## src/rtl/uart_tx_pkg.sv

```systemverilog
// Shared definitions for the UART transmit path: serializer state encodings
// and 8N1 frame constants.
package uart_tx_pkg;

    typedef enum logic [1:0] {
        IDLE  = 2'd0,
        START = 2'd1,
        DATA  = 2'd2,
        STOP  = 2'd3
    } tx_state_e;

    localparam int DATA_BITS = 8;
    localparam int STOP_BITS = 1;

endpackage

```

## src/rtl/uart_tx_sync_fifo.sv

```systemverilog
// Single-clock FIFO with occupancy count. The head entry is visible
// combinationally on rdata so a consumer can load it in the same cycle it pops.
module sync_fifo #(
    parameter int WIDTH = 8,
    parameter int DEPTH = 8
) (
    input  logic                       clk,
    input  logic                       rst_n,
    input  logic                       push,
    input  logic                       pop,
    input  logic [WIDTH-1:0]           wdata,
    output logic [WIDTH-1:0]           rdata,
    output logic                       full,
    output logic                       empty,
    output logic [$clog2(DEPTH):0]     count
);
    localparam int AW = $clog2(DEPTH);

    logic [WIDTH-1:0] mem [DEPTH];
    logic [AW-1:0]    wptr_reg;
    logic [AW-1:0]    rptr_reg;
    logic [AW:0]      count_reg;
    logic             push_ok;
    logic             pop_ok;

    assign full    = (count_reg == (AW+1)'(DEPTH));
    assign empty   = (count_reg == '0);
    assign push_ok = push & ~full;
    assign pop_ok  = pop & ~empty;
    assign rdata   = mem[rptr_reg];
    assign count   = count_reg;

    // Storage carries no reset; only the pointers and count define validity.
    always_ff @(posedge clk) begin
        if (push_ok) begin
            mem[wptr_reg] <= wdata;
        end
    end

    always_ff @(posedge clk or negedge rst_n) begin
        if (!rst_n) begin
            wptr_reg  <= '0;
            rptr_reg  <= '0;
            count_reg <= '0;
        end else begin
            if (push_ok) wptr_reg <= wptr_reg + 1'b1;
            if (pop_ok)  rptr_reg <= rptr_reg + 1'b1;
            case ({push_ok, pop_ok})
                2'b10:   count_reg <= count_reg + 1'b1;
                2'b01:   count_reg <= count_reg - 1'b1;
                default: count_reg <= count_reg;
            endcase
        end
    end

endmodule

```

## src/rtl/uart_tx.sv

```systemverilog
// Write-only 8N1 UART transmitter: bus writes fill a FIFO that a bit-timed
// serializer drains back-to-back onto uart_txd.
module uart_tx
    import uart_tx_pkg::*;
#(
    parameter int CLK_DIV    = 16,
    parameter int FIFO_DEPTH = 8
) (
    input  logic                          clk,
    input  logic                          rst_n,
    input  logic                          uart_cen,
    input  logic                          uart_wr,
    input  logic [7:0]                    uart_wdata,
    output logic                          uart_error,
    output logic                          uart_txd,
    output logic                          tx_busy,
    output logic [$clog2(FIFO_DEPTH):0]   fifo_level
);
    localparam int CW = $clog2(CLK_DIV);
    localparam logic [CW-1:0] CNT_RELOAD = CW'(CLK_DIV - 1);

    tx_state_e       state_reg, state_next;
    logic [CW-1:0]   cnt_reg, cnt_next;
    logic [2:0]      idx_reg, idx_next;
    logic [7:0]      shift_reg, shift_next;
    logic            txd;

    logic            full;
    logic            empty;
    logic [7:0]      head;
    logic            push;
    logic            pop;
    logic            bit_last;
    logic            stop_done;

    // Error path depends only on the registered full flag, never on pop.
    assign push       = uart_cen & uart_wr & ~full;
    assign uart_error = uart_cen & (~uart_wr | full);

    assign bit_last  = (cnt_reg == '0);
    assign stop_done = (state_reg == STOP) & bit_last & (idx_reg == 3'(STOP_BITS - 1));
    assign pop       = ~empty & ((state_reg == IDLE) | stop_done);

    sync_fifo #(
        .WIDTH (8),
        .DEPTH (FIFO_DEPTH)
    ) u_fifo (
        .clk   (clk),
        .rst_n (rst_n),
        .push  (push),
        .pop   (pop),
        .wdata (uart_wdata),
        .rdata (head),
        .full  (full),
        .empty (empty),
        .count (fifo_level)
    );

    always_ff @(posedge clk or negedge rst_n) begin
        if (!rst_n) begin
            state_reg <= IDLE;
            cnt_reg   <= '0;
            idx_reg   <= '0;
            shift_reg <= '0;
        end else begin
            state_reg <= state_next;
            cnt_reg   <= cnt_next;
            idx_reg   <= idx_next;
            shift_reg <= shift_next;
        end
    end

    always_comb begin
        state_next = state_reg;
        cnt_next   = bit_last ? cnt_reg : cnt_reg - 1'b1;
        idx_next   = idx_reg;
        shift_next = shift_reg;
        txd        = 1'b1;
        case (state_reg)
            IDLE: begin
                txd = 1'b1;
                if (pop) begin
                    state_next = START;
                    cnt_next   = CNT_RELOAD;
                    idx_next   = '0;
                    shift_next = head;
                end
            end
            START: begin
                txd = 1'b0;
                if (bit_last) begin
                    state_next = DATA;
                    cnt_next   = CNT_RELOAD;
                    idx_next   = '0;
                end
            end
            DATA: begin
                txd = shift_reg[0];
                if (bit_last) begin
                    cnt_next = CNT_RELOAD;
                    if (idx_reg == 3'(DATA_BITS - 1)) begin
                        state_next = STOP;
                        idx_next   = '0;
                    end else begin
                        shift_next = shift_reg >> 1;
                        idx_next   = idx_reg + 1'b1;
                    end
                end
            end
            STOP: begin
                txd = 1'b1;
                if (bit_last) begin
                    cnt_next = CNT_RELOAD;
                    if (!stop_done) begin
                        idx_next = idx_reg + 1'b1;
                    end else if (pop) begin
                        // Next frame's start bit follows the last stop cycle directly.
                        state_next = START;
                        idx_next   = '0;
                        shift_next = head;
                    end else begin
                        state_next = IDLE;
                        idx_next   = '0;
                    end
                end
            end
            default: begin
                state_next = IDLE;
            end
        endcase
    end

    assign uart_txd = txd;
    assign tx_busy  = (state_reg != IDLE);

endmodule
```

## config.mk

```make
export PLATFORM = sky130hd
export DESIGN_NAME = uart_tx
export DESIGN_NICKNAME = d
export VERILOG_FILES = /design/src/rtl/uart_tx_pkg.sv /design/src/rtl/uart_tx_sync_fifo.sv /design/src/rtl/uart_tx.sv
export SDC_FILE = /design/constraint.sdc
export NUM_CORES = 1
export LEC_CHECK = 0
export ABC_AREA = 1
export CELL_PAD_IN_SITES_DETAIL_PLACEMENT = 0
export CELL_PAD_IN_SITES_GLOBAL_PLACEMENT = 1
export CORE_MARGIN = 2
export CORE_UTILIZATION = 45
export DETAILED_ROUTE_END_ITERATION = 10
export HOLD_SLACK_MARGIN = 0.12
export PLACE_DENSITY_LB_ADDON = 0.1
export SLEW_MARGIN = 40
export SYNTH_ARGS = -nofsm -noshare
export SYNTH_HDL_FRONTEND = slang
export SYNTH_SLANG_ARGS = --single-unit
```

## constraint.sdc

```tcl
create_clock -name clk -period 3 [get_ports clk]
set_input_delay 0.75 -clock clk [delete_from_list [all_inputs] [get_ports clk]]
set_output_delay 0.75 -clock clk [all_outputs]
set_load 0.02 [all_outputs]
```

Yosys cells after proc, flatten, opt, wreduce, memory -nomap -nowiden
Memories as Yosys holds them, arrays and structs flattened.
Cells that the tools add are included.
{"block": "word_totals", "n_memories": 1, "register_bits": 27, "elab_cells": 82, "input_bits": 12, "mem_bits_rw": 64}
{"name": "u_fifo.mem", "depth": 8, "word_bits": 8, "read_ports": 1, "rd_clocked_by_memory_dff": 0, "write_ports": 1, "line": "uart_tx_sync_fifo.sv:19", "text": "logic [WIDTH-1:0] mem [DEPTH];"}
{"block": "op_classes", "eq_ne": 14, "muxes": 29, "n_addsub": 6, "n_reduce_logical": 12, "n_bitwise": 13}
{"operator": "2-to-1 mux 8 bit", "n": 5}
{"operator": "one-hot mux 8 bit (3 select lines)", "n": 1}
{"operator": "2-to-1 mux 3 bit", "n": 6}
{"operator": "one-hot mux 4 bit (2 select lines)", "n": 2}
{"operator": "2-to-1 mux 2 bit", "n": 6}
{"operator": "2-to-1 mux 4 bit", "n": 3}
{"operator": "inequality test 2 bit, second input constant", "n": 6}
{"operator": "one-hot mux 3 bit (4 select lines)", "n": 1}
{"operator": "adder 3 x 1 -> 3 bit, second input constant", "n": 3}
{"operator": "AND 1 bit", "n": 8}
{"operator": "zero test 4 bit", "n": 2}
{"operator": "one-hot mux 2 bit (4 select lines)", "n": 1}
{"operator": "subtractor 4 x 1 -> 4 bit, second input constant", "n": 2}
{"operator": "== test 2 bit, second input constant", "n": 3}
{"operator": "AND reduction 6 bit", "n": 1}
{"operator": "AND reduction 5 bit", "n": 1}
{"operator": "adder 4 x 1 -> 4 bit, second input constant", "n": 1}
{"operator": "== test 2 x 1 -> 1 bit, second input constant", "n": 2}
{"operator": "== test 4 bit, second input constant", "n": 1}
{"operator": "AND reduction 4 bit", "n": 1}
{"operator": "nonzero test 2 bit", "n": 2}
{"operator": "== test 3 bit, second input constant", "n": 1}
{"operator": "zero test 3 bit", "n": 1}
{"operator": "2-to-1 mux 1 bit", "n": 3}
{"operator": "8 further kinds", "n": 11}

Logic depth before layout (Yosys ltp)
{"block": "logic_depth", "ltp_word": 9, "mapped_depth": 15, "ltp_nobuf": 15}

By module
From an unflattened synthesis, not the netlist that was laid out.
{"block": "unflattened", "hier_cells": 504, "area_unflattened_um2": 4496.8}
{"mod": "sync_fifo", "seq_area_each_um2": 2172.1, "area_per_inst_um2": 3399.5, "cells_each": 357, "instances": 1}
{"mod": "uart_tx", "seq_area_each_um2": 425.4, "area_per_inst_um2": 1097.3, "cells_each": 147, "instances": 1}

Worst setup path before layout
Ideal clock, no wire load.
{"block": "synth_path", "path_type": "flip-flop to flip-flop", "start": "register state_reg[0]", "end": "register u_fifo.count_reg[3] (netlist: u_fifo.count[3])", "setup_time_ns": 0.131, "path_slack_ns": 0.662, "path_stages_with_launch": 14, "t_required_ns": 2.869, "arrival_time_ns": 2.207, "path_cell_list": "dfrtp_1 inv_1 ha_1 inv_1 nand2_2 nand2_2 inv_2 ha_1 ha_1 a21oi_1 nand2_1 a21oi_1 o21ai_0 xor2_1"}
{"block": "synth_between", "elab_chain_len": 8, "word_cells_on_any_way": 11, "classes_between": "3 x eq/ne; 1 x mux; 5 x bitwise; 2 x reduce/logical"}
{"item": "start, declared", "line": "uart_tx.sv:22", "text": "tx_state_e state_reg, state_next;"}
{"item": "start signal, assigned", "line": "uart_tx.sv:66", "text": "state_reg <= state_next;"}
{"item": "== test 2 bit", "line": "uart_tx.sv:41", "text": "assign stop_done = (state_reg == STOP) & bit_last & (idx_reg == 3'(STOP_BITS - 1));"}
{"item": "AND 1 bit (2 in a row)", "line": "uart_tx.sv:41"}
{"item": "OR 1 bit *", "line": "uart_tx.sv:42", "text": "assign pop = ~empty & ((state_reg == IDLE) | stop_done);"}
{"item": "AND 1 bit *", "line": "uart_tx.sv:42"}
{"item": "AND 1 bit *", "line": "uart_tx_sync_fifo.sv:29", "text": "assign pop_ok = pop & ~empty;"}
{"item": "== test 2 x 1 -> 1 bit or == test 2 bit (tied branches)", "line": "uart_tx_sync_fifo.sv:48", "text": "case ({push_ok, pop_ok})"}
{"item": "one-hot mux 4 bit (2 select lines) or nonzero test 2 bit (tied branches)"}
{"item": "end signal, assigned", "line": "uart_tx_sync_fifo.sv:49", "text": "2'b10: count_reg <= count_reg + 1'b1;"}
{"item": "end signal, assigned", "line": "uart_tx_sync_fifo.sv:50", "text": "2'b01: count_reg <= count_reg - 1'b1;"}
{"item": "end signal, assigned", "line": "uart_tx_sync_fifo.sv:51", "text": "default: count_reg <= count_reg;"}
{"item": "end, declared", "line": "uart_tx_sync_fifo.sv:22", "text": "logic [AW:0] count_reg;"}
Mark *: on every way between the ends. The rest lies on a longest branch, timed or not.
A chain may end at the register's enable or synchronous reset.

Final worst setup path
{"block": "layout_path", "start": "register state_reg[0]", "end": "output uart_txd"}
{"block": "layout_between", "elab_chain_len": 3, "word_cells_on_any_way": 6, "classes_between": "3 x eq/ne; 1 x mux; 2 x reduce/logical"}
{"item": "== test 2 bit or zero test 2 bit (tied branches)", "line": "uart_tx.sv:79", "text": "case (state_reg)"}
{"item": "OR reduction 2 bit (no source line)"}
{"item": "one-hot mux 1 bit (3 select lines) *", "line": "uart_tx.sv:79"}
{"item": "end, declared", "line": "uart_tx.sv:15", "text": "output logic uart_txd,"}
Marks and branches as above.

==> out/qor.yml <==
status:
  status: "finished clean"
logic_synthesis:
  synth_area_leaders: "edfxtp_1 (45%), dfrtp_1 (16%), nand2_1 (12%)"
  yosys.area.top_type: "edfxtp_1"
  synth_top_area_share_pct: 45.3
  ys_types: 28
  syn_inst: 407
  ys.warnings.count: 0
  synth_ff_type: "edfxtp_1"
  syn-cell-area_sq_um: 4240
  seq_area_frac_synth_pct: 61.3
  yosys_register_bits: 91
  syn_nets: 437
  synth-async-reset-ratio_pct: 29.7
  syn_avg_cell_area_sq_um: 10.4
  synth_enable_flop_cells: 64
finish:
  final_common_cell: "nand2_1"
  multi_input_area_sq_um: 1470
  largest_register_ffs: 64
  syn2layout_area_growth_pct: 12.4
  fill_cells: 826
  drive_gt1_share_pct: 10.9
  layout_common_cells: "nand2_1 (134), edfxtp_1 (64), nand3_1 (60)"
  nets: 464
  final_area_sq_um: 4760
  n_antenna_cell: 0
  regArea_sq_um: 2600
pwr:
  intPower_uw: 1940
  irDropWorstVdd_mv: 0.325
  pwr-share-seq_pct: 55.8
  p_clk_share_pct: 30.5
  power.density_nw_per_um2: 572
  switching_share_pct: 28.7
  comb_power_share_pct: 13.7
  p_total_uw: 2720
  p_sw_uw: 783
  power_leakage_uw: 0.00199
placement:
  dp_slack_ns: 0.213
  hpwl_um: 5490
  gp_congestion: 0.752
  portBuffers: 18
  placed_cell_area_sq_um: 4560
floorplanning:
  die_w_um: 101
  num_rows: 35
  die_y_um: 101
  dieArea_sq_um: 10200
  ios: 19
  core-area_sq_um: 9200
  initial_core_util_pct: 46.1
cts:
  root_buffer: "clkbuf_8"
  clkLatencyLatePin_ns: 0.36
  cts_buffers: 9
  clkTransAtPathRegs_ns: 0.10
  numClockSinks: 91
  hold_buffers: 0
  clock_path_buffers: 2
  htree_levels: 3
  cts_tree: "built"
critical_path:
  worst-path-max-fanout: 9
  crit_buf_inv: 2
  crit_chain: "inv_1, ha_2, nand2_1, a21oi_1, clkdlybuf4s50_1"
  crit_type: "reg -> out"
  critical_path.top_delay_family: "buffers and inverters"
  crit_path_start: "state_reg[0]"
  worst_path_largest_cell_delay_ns: 0.61
  cp_slowest_cell: "clkdlybuf4s50_1"
  startpoint_type: "register"
  rr_worst_depth: 15
  arrival_ns: 2.09
  rrSetupSlack_ns: 0.42
  endpoint_kind: "output port"
  timing.rr.start: "cnt_reg[0]"
  required_ns: 2.25
  reg2reg_to: "u_fifo.count[3]"
flow_run:
  max-cap-violations: 0
sta:
  period_needed_ns: 2.84
  worst_slack_ns: 0.157
  tns_ns: 0
  fin_worst_skew_ns: 0.0111
  fin_crit_sh_pct: 94.8
  hold_viol_final: 0
  rsz0062_at_grt: "false"
  maxSlewHeadroom_pct: 60.1
  tightest_slew_ns: 0.597
  clock.fmax_mhz: 352
  slew_viol_final: 0
  finalSetupViolCount: 0
route:
  drc: 0
  wirelength_um: 8490
  detail-route-antenna-nets: 0
  wl_per_cell_um: 15.4
  drt_first_pass_iters: 4
  route.vias.total: 2800
  dr.first_iter.drc_count: 154
  vias_per_cell: 5.09
grt:
  track_usage_pct: 18.2
  antenna_found_initial: 0
  grt_max_degree: 34
  grt_pass1_wl_um: 14000
  grt_pass1_vias: 2759
  grt_overflow: 0
hold_path:
  min_path_type: "reg -> reg"
  min-delay-start: "shift_reg[3]"
  hold_path_depth: 2
  min_to: "shift_reg[3]"
logic make-up (layout without fill, tap and decap cells):
family	Yosys count	after routing	share of synthesized area, %
AO/OA/AOI/OAI	27	27	3.63
XOR/XNOR	7	7	1.45
adder cells (fa/ha/maj)	18	18	5.49
buffers and inverters	39	71	4.19
flip-flops	91	91	61.3
AND/OR/NAND/NOR	225	225	24.0
worst max-delay path by stage:
stage	depth (start not counted)	end	slack, ns
4_1_cts	5	uart_txd	0.03
2_1_floorplan	13	u_fifo.count[3]	0.66
6_report	5	uart_txd	0.16
3_5_place_dp	3	uart_error	0.21
5_1_grt	5	uart_txd	0.03
3_3_place_gp	3	uart_error	0.24
synth_stat cells (2+ instances only):
cell      number
or2_1          2
nand3_1       60
nand2_1      134
inv_2          6
xor2_1         5
xnor2_1        2
a21oi_1        3
ha_1          17
nor2_1        17
edfxtp_1      64
inv_1         19
buf_2          7
o211ai_1       2
o21ai_1       12
dfrtp_1       27
buf_4          6
nand2_4        5
nor2_8         2
nand2_2        3
o21ai_0        6
area by class of cell:
type | count | share of cell area, %
repair buffers | 29 | 5.51
multi-input cells | 277 | 30.8
clock inverters | 7 | 1.63
well taps | 111 | 2.91
clock buffers | 9 | 2.60
flip-flops and latches | 91 | 54.5
inverters | 26 | 2.05
power by group through the flow:
| stage | sequential [uW] | combinational [uW] | clock [uW] |
|---|---|---|---|
| 2_1_floorplan | 1570 | 184 | 0 |
| 3_3_place_gp | 1550 | 371 | 0 |
| 3_5_place_dp | 1550 | 377 | 0 |
| 4_1_cts | 1520 | 380 | 846 |
| 5_1_grt | 1540 | 425 | 904 |
| 6_report | 1520 | 373 | 830 |
what timing repair did:
| item | 4_1_cts | 5_1_grt |
|---|---|---|
| setup buffers | 0 | 0 |
| setup endpoints to repair | 0 | 1 |
| gates resized for setup | 0 | 1 |
metrics by stage:
step	cells	utilization, %	hold WS, ns
finish	550	51.8	0.489
global route	550	51.8	0.542
CTS	550	51.8	0.489
detailed placement	534	49.6	0.465
global placement	534	49.6	0.462
floorplan	407	-	0.449
worst reg2reg max path: cells and delay by family (launching register included):
family          cells  cell delay, ns
compound gates      3            0.40
xor+xnor            1            0.15
fa+ha+maj           3            0.75
buf+inv             2            0.23
flops               1            0.39
simple gates        6            0.58
layer usage:
layer	global-route usage [%]	wire [um]	vias up	share of wire (%)
li1	-	-	1426	-
met5	0	0	-	0
met3	2.77	265	10	3.1
met2	27.2	3750	35	44
met1	26.9	4350	1329	51
met4	6.76	116	0	1.4
Note: power is estimated with default switching activity, not from simulation.
